==> config.mk <==
export PLATFORM = sky130hd
export DESIGN_NAME = mrx_line_sched
export DESIGN_NICKNAME = d
export VERILOG_FILES = /design/src/rtl/mrx_line_sched.sv
export SDC_FILE = /design/constraint.sdc
export NUM_CORES = 1
export LEC_CHECK = 0
export ABC_AREA = 1
export BUFFER_PORTS_ARGS = -buffer_cell sky130_fd_sc_hd__buf_2
export CELL_PAD_IN_SITES_DETAIL_PLACEMENT = 1
export CELL_PAD_IN_SITES_GLOBAL_PLACEMENT = 2
export CORE_MARGIN = 4
export CORE_UTILIZATION = 30
export CTS_CLUSTER_DIAMETER = 60
export DETAILED_ROUTE_END_ITERATION = 6
export PLACE_DENSITY = 0.84
export SYNTH_ARGS = -nofsm -noshare
export SYNTH_HDL_FRONTEND = slang
export SYNTH_SLANG_ARGS = --single-unit
==> constraint.sdc <==
create_clock -name PCK -period 5.1 [get_ports PCK]
set_input_delay 1.02 -clock PCK [delete_from_list [all_inputs] [get_ports PCK]]
set_output_delay 1.02 -clock PCK [all_outputs]
set_load 0.02 [all_outputs]
==> src/rtl/mrx_line_sched.sv <==
// rtl/mrx_line_sched.sv - MRX line-buffer slot scheduler (writer/reader slot tracking, prime/run FSM)
// Optional error counters: MRX_LINE_SCHED_ERRCNT_EN
module mrx_line_sched #(
  parameter int BANK_AW     = 2,
  parameter int PRIME_LINES = 1
) (
  input  logic               PCK,
  input  logic               RSTN,
  input  logic               SCHED_EN,
  input  logic               FRAME_ST,
  input  logic               WR_LINE_DONE,
  input  logic               RD_LINE_REQ,
  input  logic               RD_LINE_END,
  output logic [BANK_AW-1:0] WR_SLOT,
  output logic [BANK_AW-1:0] RD_SLOT,
  output logic               RD_GO,
  output logic               RD_BLANK,
  output logic [BANK_AW:0]   LVL,
  output logic [1:0]         STATE,
  output logic [7:0]         OVF_CNT,
  output logic [7:0]         UNF_CNT
);

  localparam int NSLOT = 1 << BANK_AW;
  // One slot is always reserved for the writer, and one more while the reader holds a line.
  localparam logic [BANK_AW+1:0] WR_LIMIT = (BANK_AW+2)'(NSLOT - 2);
  localparam logic [BANK_AW:0]   PRIME_LV = (BANK_AW+1)'(PRIME_LINES);

  typedef enum logic [1:0] {
    ST_IDLE  = 2'd0,
    ST_PRIME = 2'd1,
    ST_RUN   = 2'd2
  } state_t;

  state_t               state;
  logic [BANK_AW-1:0]   rp;
  logic                 rd_busy;
  logic                 active;
  logic [BANK_AW+1:0]   occ;
  logic                 wr_room;
  logic                 wr_accept;
  logic                 rd_take;
  logic                 rd_blank_nxt;

  assign STATE        = state;
  assign active       = (state == ST_PRIME) || (state == ST_RUN);
  assign occ          = {1'b0, LVL} + {{(BANK_AW+1){1'b0}}, rd_busy};
  assign wr_room      = (occ <= WR_LIMIT);
  assign wr_accept    = active && WR_LINE_DONE && wr_room;
  assign rd_take      = (state == ST_RUN) && RD_LINE_REQ && (LVL != '0);
  assign rd_blank_nxt = active && RD_LINE_REQ && !rd_take;

  always_ff @(posedge PCK or negedge RSTN) begin
    if (!RSTN) begin
      state    <= ST_IDLE;
      WR_SLOT  <= '0;
      RD_SLOT  <= '0;
      rp       <= '0;
      LVL      <= '0;
      rd_busy  <= 1'b0;
      RD_GO    <= 1'b0;
      RD_BLANK <= 1'b0;
    end else if (!SCHED_EN) begin
      state    <= ST_IDLE;
      WR_SLOT  <= '0;
      RD_SLOT  <= '0;
      rp       <= '0;
      LVL      <= '0;
      rd_busy  <= 1'b0;
      RD_GO    <= 1'b0;
      RD_BLANK <= 1'b0;
    end else if (FRAME_ST) begin
      state    <= ST_PRIME;
      WR_SLOT  <= '0;
      rp       <= '0;
      LVL      <= '0;
      rd_busy  <= 1'b0;
      RD_GO    <= 1'b0;
      RD_BLANK <= 1'b0;
    end else begin
      RD_GO    <= rd_take;
      RD_BLANK <= rd_blank_nxt;
      if (wr_accept)
        WR_SLOT <= WR_SLOT + BANK_AW'(1);
      if (rd_take) begin
        RD_SLOT <= rp;
        rp      <= rp + BANK_AW'(1);
      end
      if (wr_accept && !rd_take)
        LVL <= LVL + (BANK_AW+1)'(1);
      else if (!wr_accept && rd_take)
        LVL <= LVL - (BANK_AW+1)'(1);
      // A blank grant leaves the reader's previous line marked busy.
      if (rd_take)
        rd_busy <= 1'b1;
      else if (active && RD_LINE_END)
        rd_busy <= 1'b0;
      if (state == ST_PRIME && LVL >= PRIME_LV)
        state <= ST_RUN;
    end
  end

`ifdef MRX_LINE_SCHED_ERRCNT_EN
  logic wr_drop;
  logic unf_evt;

  assign wr_drop = active && WR_LINE_DONE && !wr_room;
  assign unf_evt = (state == ST_RUN) && RD_LINE_REQ && (LVL == '0);

  always_ff @(posedge PCK or negedge RSTN) begin
    if (!RSTN) begin
      OVF_CNT <= 8'd0;
      UNF_CNT <= 8'd0;
    end else if (!SCHED_EN || FRAME_ST) begin
      OVF_CNT <= 8'd0;
      UNF_CNT <= 8'd0;
    end else begin
      if (wr_drop && OVF_CNT != 8'hFF)
        OVF_CNT <= OVF_CNT + 8'd1;
      if (unf_evt && UNF_CNT != 8'hFF)
        UNF_CNT <= UNF_CNT + 8'd1;
    end
  end
`else
  assign OVF_CNT = 8'd0;
  assign UNF_CNT = 8'd0;
`endif

endmodule

==> results_dict.tcl <==
set metrics [dict create \
    status "finished clean" \
    worstPathMaxFanout 8 \
    tns_ns 0 \
    io_buffers 17 \
    grt_pass1_vias 830 \
    vias 784 \
    end_kind "register" \
    gr-usage-all-layers 0.1205 \
    place.gp.congestion 0.7868 \
    ant_nets 0 \
    clk_pin_slew_ns 0.09 \
    layout_common_cells "nand2_1 (27), buf_2 (17), conb_1 (16)" \
    core_sq_um 3153 \
    synth_xor_xnor_area_share 0.008557 \
    antenna_found_initial 0 \
    register_area_sq_um 350.3 \
    leakagePower_nw 0.6182 \
    nets 156 \
    cp-start-kind "register" \
    synth_area_per_cell_sq_um 8.529 \
    start_util 0.3246 \
    layout_commonest_cell "nand2_1" \
    max_stage_delay_ns 0.49 \
    grt_max_degree 15 \
    wl_per_cell_um 12.56 \
    cts_buffers 3 \
    grt_pass1_wl_um 3933 \
    worst_slack_ns 2.858 \
    fmax_ghz 0.4461 \
    ys_seq_area_frac 0.3423 \
    cp_slowest_cell "dfrtp_1" \
    synthCells 120 \
    post-place-ws_ns 2.789 \
    drt-initial-drc-count 31 \
    chipHeight_um 66.41 \
    rsz0062_at_grt "false" \
    synth_compound_area_frac 0.08435 \
    yosysWarnings 0 \
    row_count 20 \
    routed_wl_um 2299 \
    multiInputGateArea_sq_um 541.8 \
    drive_above_1_share 0.2950 \
    finClkSkew_ns 0.006765 \
    synth.mux.area_fraction 0 \
    power.density_cell_area_nw_per_um2 226.9 \
    ys_types 28 \
    area_growth_pct 9.902 \
    post_dp_cell_area_sq_um 1089 \
    hold_class "reg -> reg" \
    tritoncts "yes" \
    cts_resized 0 \
    synth_simple_gate_area_share 0.2677 \
    clock-sinks 14 \
    report.final.slew_viol_count 0 \
    postCtsSetupRepairBufs 0 \
    n_fill_cell 414 \
    antennaDiodeCount 0 \
    cp_top_family "adder cells" \
    critPathKind "reg -> reg" \
    timing.final.crit_share 0.4395 \
    worstPathRequired_ns 5.28 \
    clock_path_buffers 2 \
    synth_adder_area_share 0.1100 \
    cp_common_cell "ha_1" \
    hold_viol 0 \
    hold_slack_ns 0.4820 \
    fin_area_sq_um 1125 \
    clock_latency_ns 0.29 \
    routed_via_density 4.284 \
    drc 0 \
    layout_min_cycle_time_ns 2.242 \
    dieArea_sq_um 4410 \
    cts-root-buf "clkbuf_4" \
    critPathBufInv 2 \
    drt_first_pass_iters 4 \
    cp_cell_sequence "ha_1 -> ha_1 -> or2_1 -> nand2_2 -> nand2_2 -> inv_1 -> ha_1 -> inv_1 -> o211ai_1 -> nor2_1 -> nor2_1" \
    ys_ff_latch 14 \
    io-pin-count 34 \
    worstPathArrival_ns 2.42 \
    hold_buffers 0 \
    synth_top_family_by_area "simple AND/OR/NAND/NOR gates" \
    synth_area_sq_um 1023 \
    grt.overflow.total 0 \
    drv_cap 0 \
    setup_viol 0 \
    htreeDepth 1 \
    max-vdd-ir-drop_uv 69.51 \
    die_w_um 66.41 \
    dp.final_hpwl_um 1850 \
]
==> per-stage QoR <==
stage                     instances  total power [mW]    util
after global placement          179            0.1720  0.3452
after detailed placement        179            0.1743  0.3452
after floorplan                 135            0.1686       -
after CTS                       183            0.2583  0.3567
after global routing            183            0.2688  0.3567
final                           183            0.2552  0.3567
==> worst paths after layout <==
kind	end	depth (start not counted)	start	slack (ns)
max reg2reg	LVL[2]	11	LVL[0]	2.86
min	RD_SLOT[0]	2	RD_SLOT[0]	0.48
max	LVL[2]	11	LVL[0]	2.86
max in group asynchronous	STATE[1]	1	RSTN	4.23
min reg2reg	RD_SLOT[0]	2	RD_SLOT[0]	0.48
min in group asynchronous	RD_BLANK	1	RSTN	0.62
==> cell usage after synthesis (all sizes together) <==
| cell | instances | area [sq um] |
|---|---|---|
| nand2 | 30 | 125.1 |
| buf | 17 | 131.4 |
| inv | 15 | 56.30 |
| dfrtp | 14 | 350.3 |
| nor2 | 12 | 78.83 |
| ha | 9 | 112.6 |
| a21oi | 6 | 45.04 |
| nand3 | 5 | 42.54 |
| o21ai | 4 | 27.52 |
| nand3b | 2 | 15.01 |
| or2 | 2 | 12.52 |
| a31oi | 1 | 6.260 |
| conb | 1 | 3.750 |
| o211ai | 1 | 7.510 |
| xor2 | 1 | 8.760 |
==> layer usage <==
metal | part of all wire | wire length, um | GRT usage | vias to the layer above
li1 | - | - | - | 380
met1 | 0.40 | 928 | 0.1309 | 369
met2 | 0.50 | 1150 | 0.2181 | 30
met3 | 0.073 | 168 | 0.02381 | 5
met4 | 0.022 | 51 | 0.06091 | 0
met5 | 0 | 0 | 0 | -
==> final cells by class <==
cell class,instances,area share
Sequential cell,14,0.3115
Timing Repair Buffer,17,0.07564
Tap cell,44,0.04894
Clock buffer,4,0.03226
Multi-Input combinational cell,89,0.4816
Inverter,15,0.05006
==> registers in the layout (all words and copies together), names as in the netlist <==
| signal | flops |
|---|---|
| LVL | 3 |
| RD_SLOT | 2 |
| STATE | 2 |
| WR_SLOT | 2 |
| rp | 2 |
| RD_BLANK | 1 |
| RD_GO | 1 |
| rd_busy | 1 |
==> where the power goes <==
group          switching, mW  internal (mW)  leakage, nW
registers            0.00436          0.114        0.193
logic                 0.0393         0.0148        0.405
clock network         0.0396         0.0435       0.0210
total                 0.0833          0.172        0.618
==> cell families (layout without fill, tap and decap cells) <==
group | Yosys count | after routing
XOR/XNOR | 1 | 1
AND/OR/NAND/NOR | 51 | 51
flip-flops | 14 | 14
buffers and inverters | 32 | 36
AO/OA/AOI/OAI | 12 | 12
adder cells (fa/ha/maj) | 9 | 9
other | 1 | 16
==> worst register-to-register path, delay by kind of cell (launching register included) <==
family          cells  cell delay [ns]
compound gates      1             0.15
fa+ha+maj           3             0.67
buf+inv             2             0.24
flops               1             0.49
simple gates        5             0.57
Power figures use the tool's default switching activity.
